**src/rtl/conv1x1_pkg.sv**
```systemverilog
// Shared constants and types for the conv1x1 result path.
package conv1x1_pkg;

    // Default conv operand width and FIFO depth.
    localparam int DEF_WIDTH = 16;
    localparam int DEF_DEPTH = 4;

    // Conv result width (full-precision product plus bias).
    localparam int RES_W = 2 * DEF_WIDTH;

    typedef logic [RES_W-1:0] res_t;

    // Width of a counter that must represent 0..depth inclusive.
    function automatic int cnt_w(input int depth);
        return $clog2(depth + 1);
    endfunction

endpackage

```
**src/rtl/conv1x1_result_fifo.sv**
```systemverilog
// Result FIFO: storage, wrap-around pointers, occupancy and full/empty.
// The head is presented combinationally from storage; a write is never
// bypassed to the output, so a result appears one cycle after capture.
module conv1x1_result_fifo
    import conv1x1_pkg::*;
#(
    parameter  int DW    = RES_W,
    parameter  int DEPTH = DEF_DEPTH,
    localparam int AW    = $clog2(DEPTH),
    localparam int CW    = cnt_w(DEPTH)
) (
    input  logic          clk,
    input  logic          rst_n,
    input  logic          push,
    input  logic [DW-1:0] wdata,
    input  logic          rd_ready,
    output logic          rd_valid,
    output logic [DW-1:0] rdata,
    output logic [CW-1:0] count,
    output logic          full,
    output logic          drop
);

    logic [DW-1:0] mem [DEPTH];
    logic [AW-1:0] wr_ptr;
    logic [AW-1:0] rd_ptr;
    logic          empty;
    logic          pop;
    logic          wr_en;

    assign empty    = (count == '0);
    assign full     = (count == CW'(DEPTH));
    assign pop      = !empty && rd_ready;
    // A full FIFO still takes a result when the head leaves in the same cycle.
    assign wr_en    = push && (!full || pop);
    assign drop     = push && full && !pop;
    assign rd_valid = !empty;
    assign rdata    = empty ? '0 : mem[rd_ptr];

    // Storage write; contents are don't-care until a pointer reaches them.
    always_ff @(posedge clk) begin
        if (wr_en) begin
            mem[wr_ptr] <= wdata;
        end
    end

    // Pointers wrap naturally (DEPTH is a power of two); count never exceeds DEPTH.
    always_ff @(posedge clk or negedge rst_n) begin
        if (!rst_n) begin
            wr_ptr <= '0;
            rd_ptr <= '0;
            count  <= '0;
        end else begin
            if (wr_en) begin
                wr_ptr <= wr_ptr + AW'(1);
            end
            if (pop) begin
                rd_ptr <= rd_ptr + AW'(1);
            end
            case ({wr_en, pop})
                2'b10:   count <= count + CW'(1);
                2'b01:   count <= count - CW'(1);
                default: count <= count;
            endcase
        end
    end

endmodule

```
**src/rtl/conv1x1_result_sink.sv**
```systemverilog
// Receiving end of the conv1x1 datapath: buffers every result, re-presents it
// on a valid/ready stream and hands out credit so no result is ever dropped.
// Protocol violations (over-issue, spurious result, overflow) raise a sticky err.
module conv1x1_result_sink
    import conv1x1_pkg::*;
#(
    parameter  int WIDTH = DEF_WIDTH,
    parameter  int DEPTH = DEF_DEPTH,
    localparam int CW    = cnt_w(DEPTH)
) (
    input  logic               clk,
    input  logic               rst_n,
    input  logic               issue,
    output logic               credit_ok,
    input  logic               valid_out,
    input  logic [2*WIDTH-1:0] y,
    output logic               m_valid,
    output logic [2*WIDTH-1:0] m_data,
    input  logic               m_ready,
    output logic [CW-1:0]      count,
    output logic               err
);

    logic [CW-1:0] infl;
    logic          infl_zero;
    logic          infl_full;
    logic [CW:0]   committed;
    logic          fifo_full;
    logic          fifo_drop;
    logic          err_set;

    conv1x1_result_fifo #(
        .DW    (2 * WIDTH),
        .DEPTH (DEPTH)
    ) u_fifo (
        .clk      (clk),
        .rst_n    (rst_n),
        .push     (valid_out),
        .wdata    (y),
        .rd_ready (m_ready),
        .rd_valid (m_valid),
        .rdata    (m_data),
        .count    (count),
        .full     (fifo_full),
        .drop     (fifo_drop)
    );

    assign infl_zero = (infl == '0);
    assign infl_full = (infl == CW'(DEPTH));

    // Credit covers both stored results and results still inside the conv
    // pipe; it depends on registers only so issue never loops back into it.
    assign committed = {1'b0, count} + {1'b0, infl};
    assign credit_ok = (committed < (CW+1)'(DEPTH));

    assign err_set = (issue && !credit_ok) || (valid_out && infl_zero) || fifo_drop;

    // In-flight tracking: issue adds, a returning result retires; both cancel.
    always_ff @(posedge clk or negedge rst_n) begin
        if (!rst_n) begin
            infl <= '0;
        end else if (issue && !valid_out && !infl_full) begin
            infl <= infl + CW'(1);
        end else if (!issue && valid_out && !infl_zero) begin
            infl <= infl - CW'(1);
        end
    end

    // Sticky violation flag; only reset clears it.
    always_ff @(posedge clk or negedge rst_n) begin
        if (!rst_n) begin
            err <= 1'b0;
        end else if (err_set) begin
            err <= 1'b1;
        end
    end

    // Unused-bit guard for the full flag: occupancy is exported via count.
    logic unused_full;
    assign unused_full = fifo_full;

endmodule

```
**config.mk**
```make
export PLATFORM = sky130hd
export DESIGN_NAME = conv1x1_result_sink
export DESIGN_NICKNAME = d
export VERILOG_FILES = /design/src/rtl/conv1x1_pkg.sv /design/src/rtl/conv1x1_result_fifo.sv /design/src/rtl/conv1x1_result_sink.sv
export SDC_FILE = /design/constraint.sdc
export NUM_CORES = 1
export LEC_CHECK = 0
export ABC_AREA = 1
export ABC_CLOCK_PERIOD_IN_PS = 3500
export CORE_ASPECT_RATIO = 1.25
export CORE_MARGIN = 8
export CORE_UTILIZATION = 40
export DETAILED_ROUTE_END_ITERATION = 16
export GPL_ROUTABILITY_DRIVEN = 1
export PLACE_DENSITY = 0.7
export SETUP_SLACK_MARGIN = 0.1
export SLEW_MARGIN = 20
export SYNTH_ARGS = -nofsm -noshare
export SYNTH_HDL_FRONTEND = slang
export SYNTH_SLANG_ARGS = --single-unit
export TNS_END_PERCENT = 100
```
**constraint.sdc**
```tcl
create_clock -name clk -period 3.5 [get_ports clk]
set_clock_uncertainty 0.15 [all_clocks]
set_input_delay 0.525 -clock clk [delete_from_list [all_inputs] [get_ports clk]]
set_output_delay 0.525 -clock clk [all_outputs]
set_load 0.05 [all_outputs]
```
==> flow_metrics.env, run 1 <==
export IMPL_status="completed"
export IMPL_wl_per_cell_um=16.2
export IMPL_viasPerCell=4.94
export IMPL_drc_errors=0
export IMPL_port_buffers=74
export IMPL_synth_simple_area_share_pct=11.6
export IMPL_timing_fmax_mhz=329
export IMPL_vias=3664
export IMPL_grt_ovfl_total=0
export IMPL_synth_top_family_by_area="simple AND/OR/NAND/NOR gates"
export IMPL_grt_pass1_wl_mm=18.8
export IMPL_clkSlewWorstSetupHoldPaths_ns=0.05
export IMPL_path_max_fanout=40
export IMPL_syn_to_final_growth_pct=31.5
export IMPL_netlist_area_mm2=0.00566
export IMPL_start_kind="flop"
export IMPL_dp_hpwl_mm=7.81
export IMPL_slew_headroom_pct=53.7
export IMPL_synth_compound_area_share_pct=8.93
export IMPL_h_tree_depth=4
export IMPL_max_stage_delay_ns=0.69
export IMPL_cts_setup_buffers=0
export IMPL_antenna_found_initial=0
export IMPL_synth_nets=518
export IMPL_synthCells=472
export IMPL_num_antenna_cells=0
export IMPL_finalSetupViolCount=0
export IMPL_slowest_stage="dfrtp_2"
export IMPL_wl_mm=12.0
export IMPL_core_mm2=0.0138
export IMPL_hold_violations=0
export IMPL_required_ns=2.82
export IMPL_hold_class="in -> async"
export IMPL_grt_start_max_net_pins=41
export IMPL_synthXorXnorAreaFrac_pct=0.464
export IMPL_tns_ns=0
export IMPL_cp_arrival_ns=2.37
export IMPL_synth_seq_cells=139
export IMPL_first_global_vias=3837
export IMPL_most_common_layout_cells="137 x nor2_1, 128 x edfxtp_1, 47 x o21ai_1"
export IMPL_ant_nets=0
export IMPL_cts_resized=0
export IMPL_drive_gt1_share_pct=13.6
export IMPL_grt_usage_pct=13.4
export IMPL_top_level_ports=75
export IMPL_fp_dieH_um=149
export IMPL_final_max_slew_viol_count=0
export IMPL_fin_crit_ns=3.04
export IMPL_final_common_cell="nor2_1"
export IMPL_hold_buffers=0
export IMPL_clk_latency_ns=0.41
export IMPL_worst_path_most_repeated_cell="nor2_1"
export IMPL_cts_tree="built"
export IMPL_gp_congestion=0.751
export IMPL_core_rowCount=48
export IMPL_cts_root_buf="clkbuf_16"
export IMPL_finalCritPeriodShare_pct=86.9
export IMPL_r2r_slack_ns=1.12
export IMPL_synth_warnings=0
export IMPL_clkSinkCount=139
export IMPL_synth_adder_area_share_pct=2.25
export IMPL_ys_seq_area_share_pct=72.7
export IMPL_worst_slew_pin_slew_ns=0.694
export IMPL_endpoint_kind="primary output"
export IMPL_criticalPathCategory="reg -> out"
export IMPL_drt_iter0_drc=251
export IMPL_chipWidth_um=122
export IMPL_drv_cap=0
export IMPL_syn_area_per_cell_um2=12.0
export IMPL_cts_max_path_buffers=2
export IMPL_netlist_cell_type_count=22
export IMPL_rsz0062_at_grt="no"
export IMPL_start_util_pct=41.0
export IMPL_synthMuxAreaShare_pct=0
export IMPL_nNetsFinal=599
export IMPL_dr_pass1_iters=4
export IMPL_cts_inserted_buffers=17
export IMPL_die_area_mm2=0.0182
export IMPL_crit_chain="buf_4 -> nor2_1 -> nor2_1 -> o21ai_0 -> a21oi_1 -> buf_12"
-- layout make-up --
type / instances / area, um^2
flip-flops and latches: 139 / 4120
clock inverters: 11 / 78.8
clock buffers: 21 / 440
repair buffers: 86 / 1150
well taps: 175 / 219
multi-input cells: 285 / 1350
inverters: 24 / 90.1
fillers: 1148 / 6370
-- synthesized netlist by cell type, drive strengths merged --
| library cell | n | area, um^2 |
|---|---|---|
| edfxtp | 128 | 3840 |
| nand4 | 1 | 6.26 |
| ha | 7 | 87.6 |
| inv | 24 | 90.1 |
| dfrtp | 11 | 275 |
| xnor2 | 1 | 8.76 |
| or2 | 1 | 6.26 |
| fa | 2 | 40.0 |
| o21ai | 66 | 330 |
| clkbuf | 6 | 26.3 |
| nand2 | 27 | 104 |
| nor2 | 141 | 529 |
| nand3 | 2 | 10.0 |
| xor2 | 2 | 17.5 |
| buf | 18 | 113 |
| a21oi | 35 | 175 |
-- critical path: cells and delay by family (launching register included) --
| kind | cells | cell delay, ns |
|---|---|---|
| flops | 1 | 0.69 |
| simple gates | 2 | 0.17 |
| buf+inv | 2 | 0.66 |
| compound gates | 2 | 0.42 |
-- per-stage QoR --
stage	util (%)	instance area [um^2]	cells	hold WS (ns)	worst slack [ns]
4_1_cts	53.9	7440	741	0.332	0.440
6_report	53.9	7440	741	0.323	0.457
3_3_place_gp	50.1	6930	709	0.302	0.748
5_1_grt	53.9	7440	741	0.342	0.259
3_5_place_dp	50.1	6930	709	0.320	0.693
2_1_floorplan	-	5660	472	0.0794	0.515
-- worst paths after layout --
path                                                    from                           end  cells past startpoint
worst max register to register   u_fifo.count[0]$_DFFE_PN0P_   u_fifo.count[2]$_DFFE_PN0P_                      9
worst max-delay path            u_fifo.rd_ptr[0]$_DFFE_PN0P_                    m_data[15]                      6
worst min-delay path                                   rst_n           infl[2]$_DFFE_PN0P_                      1
max in group asynchronous                              rst_n  u_fifo.rd_ptr[0]$_DFFE_PN0P_                      1
worst min register to register               err$_DFFE_PN0P_               err$_DFFE_PN0P_                      2
min in group clk                             err$_DFFE_PN0P_               err$_DFFE_PN0P_                      2
-- routing by layer --
metal,track usage (%),part of all wire [%],routed length (um)
met5,0,0,0
met4,4.22,1.2,148
met3,4.43,5.3,643
met2,23.5,53,6390
met1,15.1,40,4850
-- cell families (layout without fill, tap and decap cells) --
logic type                 after synthesis  after routing
AOI/OAI and AO/OA                      101            101
xor gates and xnor gates                 3              3
and+or+nand+nor                        172            172
buffers and inverters                   48            142
adders and majority gates                9              9
DFF                                    139            139
-- flip-flops by register name, indices dropped and copies added, names as in the netlist --
| name | flops |
|---|---|
| u_fifo.count | 3 |
| infl | 3 |
| err | 1 |
| u_fifo.wr_ptr | 2 |
| u_fifo.mem | 128 |
| u_fifo.rd_ptr | 2 |
Power of run 1 is left out: the tool's default activity adds up to more than one toggle a clock period on the data nets, which glitch-free logic cannot reach.
==> run 2: changes to the inputs <==
Settings changed: SYNTH_HIERARCHICAL set to 1.
==> flow_metrics.env, run 2 <==
export IMPL_dp_hpwl_mm=8.21
export IMPL_dr_pass1_iters=4
export IMPL_yosys_most_used_dff="edfxtp_1"
export IMPL_synth_top_area_cell="edfxtp_1"
export IMPL_async_reset_ff_share_pct=7.91
export IMPL_netlist_cell_type_count=26
export IMPL_fin_crit_ns=3.19
export IMPL_drt_iter0_drc=298
export IMPL_synthXorXnorAreaFrac_pct=0.460
export IMPL_rsz0062_at_grt="no"
export IMPL_die_area_mm2=0.0184
export IMPL_drv_cap=0
export IMPL_synth_top_cell_area_share_pct=67.2
export IMPL_ys_seq_area_share_pct=72.1
export IMPL_worst_slew_pin_slew_ns=0.859
export IMPL_worst_slack_ns=0.309
export IMPL_synth_common_cells="139 x nor2_1, 128 x edfxtp_1, 50 x o21ai_1"
export IMPL_cts_resized=0
export IMPL_syn_area_per_cell_um2=12.1
export IMPL_synth_compound_area_share_pct=8.89
export IMPL_tns_ns=0
export IMPL_cts_root_buf="clkbuf_16"
export IMPL_first_global_vias=3913
export IMPL_wl_mm=12.5
export IMPL_synth_warnings=6
export IMPL_grt_ovfl_total=0
export IMPL_wl_per_cell_um=16.9
export IMPL_synth_edf_count=128
export IMPL_most_common_layout_cells="135 x nor2_1, 128 x edfxtp_1, 50 x o21ai_1"
export IMPL_clkSinkCount=139
export IMPL_clkSlewWorstSetupHoldPaths_ns=0.06
export IMPL_criticalPathCategory="reg -> out"
export IMPL_largest_reg_flops=128
export IMPL_port_buffers=74
export IMPL_grt_start_max_net_pins=36
export IMPL_synth_adder_area_share_pct=2.01
export IMPL_syn_to_final_growth_pct=32.3
export IMPL_synth_top_family_by_area="simple AND/OR/NAND/NOR gates"
export IMPL_grt_usage_pct=13.9
export IMPL_nNetsFinal=596
export IMPL_final_common_cell="nor2_1"
export IMPL_synth_seq_cells=139
export IMPL_max_stage_delay_ns=0.74
export IMPL_fp_dieH_um=150
export IMPL_gp_congestion=0.730
export IMPL_yosysMostFrequentCell="nor2_1"
export IMPL_vias=3743
export IMPL_viasPerCell=5.04
export IMPL_cp_arrival_ns=2.52
export IMPL_start_util_pct=40.4
export IMPL_status="completed"
export IMPL_clk_latency_ns=0.41
export IMPL_cts_setup_buffers=0
export IMPL_grt_pass1_wl_mm=19.3
export IMPL_timing_fmax_mhz=313
export IMPL_largestRegisters="u_fifo/mem (128), infl (3), u_fifo/count (3)"
export IMPL_num_antenna_cells=0
export IMPL_slowest_stage="dfrtp_2"
export IMPL_dp_slack_ns=0.763
export IMPL_synthMuxAreaShare_pct=0
export IMPL_cts_tree="built"
export IMPL_largest_register="u_fifo/mem"
export IMPL_hold_class="in -> async"
export IMPL_chipWidth_um=123
export IMPL_synth_nets=518
export IMPL_antenna_found_initial=0
export IMPL_drc_errors=0
export IMPL_required_ns=2.82
export IMPL_ant_nets=0
export IMPL_synthCells=473
export IMPL_crit_chain="inv_2 -> buf_4 -> o21ai_0 -> a21oi_1 -> buf_12"
export IMPL_critPathTopFamily="buffers and inverters"
export IMPL_cts_inserted_buffers=17
export IMPL_path_buf_inv=3
export IMPL_core_rowCount=49
export IMPL_start_kind="flop"
export IMPL_cts_max_path_buffers=2
export IMPL_drive_gt1_share_pct=16.0
export IMPL_netlist_area_mm2=0.00572
export IMPL_h_tree_depth=4
export IMPL_finalCritPeriodShare_pct=91.2
export IMPL_hold_buffers=0
export IMPL_final_max_slew_viol_count=0
export IMPL_hold_violations=0
export IMPL_endpoint_kind="primary output"
export IMPL_core_mm2=0.0142
export IMPL_top_level_ports=75
export IMPL_finalSetupViolCount=0
export IMPL_fillers=1151
export IMPL_path_max_fanout=32
export IMPL_slew_headroom_pct=42.7
export IMPL_yosys_top_cells_area="edfxtp_1 67%, nor2_1 9.1%, dfrtp_1 4.8%"
export IMPL_synth_simple_area_share_pct=12.6
-- run 2: changes by cell type after synthesis, moves of 2 or more --
cell,delta
o21ai_0,-3
nand3_1,+3
inv_1,-4
nand2_1,-8
nand2_2,+6
o21ai_1,+3
clkbuf_2,+2
nand3_2,+2
buf_2,-2
buf_4,-3
nor2_1,-2
buf_6,+3
nor2_2,+2
-- run 2: worst paths after layout --
path / startpoint / end / slack, ns / cells past startpoint
min in group clk: infl[2]$_DFFE_PN0P_ / infl[2]$_DFFE_PN0P_ / 0.41 / 2
hold reg to reg: infl[2]$_DFFE_PN0P_ / infl[2]$_DFFE_PN0P_ / 0.41 / 2
max in group asynchronous: rst_n / u_fifo/rd_ptr[0]$_DFFE_PN0N_ / 2.51 / 1
hold / removal: rst_n / u_fifo/count[0]$_DFFE_PN0P_ / 0.31 / 1
setup reg to reg: u_fifo/count[2]$_DFFE_PN0P_ / u_fifo/mem[2][20]$_DFFE_PP_ / 1.20 / 7
setup / recovery: u_fifo/rd_ptr[0]$_DFFE_PN0N_ / m_data[11] / 0.31 / 5
-- run 2: worst register-to-register path, delay by kind of cell, from the launching register on --
family                 cells  cell delay, ns
and+or+nand+nor            5            0.93
buffers and inverters      2            0.47
DFF                        1            0.43
-- run 2: cell families after synthesis --
logic type	count (synthesis)
and+or+nand+nor	177
xor gates and xnor gates	3
buffers and inverters	45
adders and majority gates	8
DFF	139
AOI/OAI and AO/OA	101
-- run 2: final cells by class --
class / count / area, um^2 / area share (%)
clock inverter: 14 / 170 / 2.25
multi-input combinational: 289 / 1400 / 18.5
sequential: 139 / 4120 / 54.5
inverter: 21 / 78.8 / 1.04
tap: 178 / 223 / 2.95
clock buffer: 18 / 429 / 5.68
timing repair buffer: 83 / 1140 / 15.1
-- run 2: stage by stage --
stage | instances | instance area (um^2) | hold slack (ns) | utilization, %
after detailed placement | 710 | 6960 | 0.400 | 49.2
after CTS | 742 | 7560 | 0.322 | 53.4
after global routing | 742 | 7560 | 0.336 | 53.4
after floorplan | 473 | 5720 | 0.0794 | -
after global placement | 710 | 6960 | 0.358 | 49.2
final | 742 | 7560 | 0.309 | 53.4
-- run 2: layer usage --
layer  track usage [%]  part of all wire [%]
met2              26.0                    56
met1              14.2                    38
met3              4.00                   5.1
met5                 0                     0
met4              5.13                   1.5
Power of run 2 is left out for the same reason.
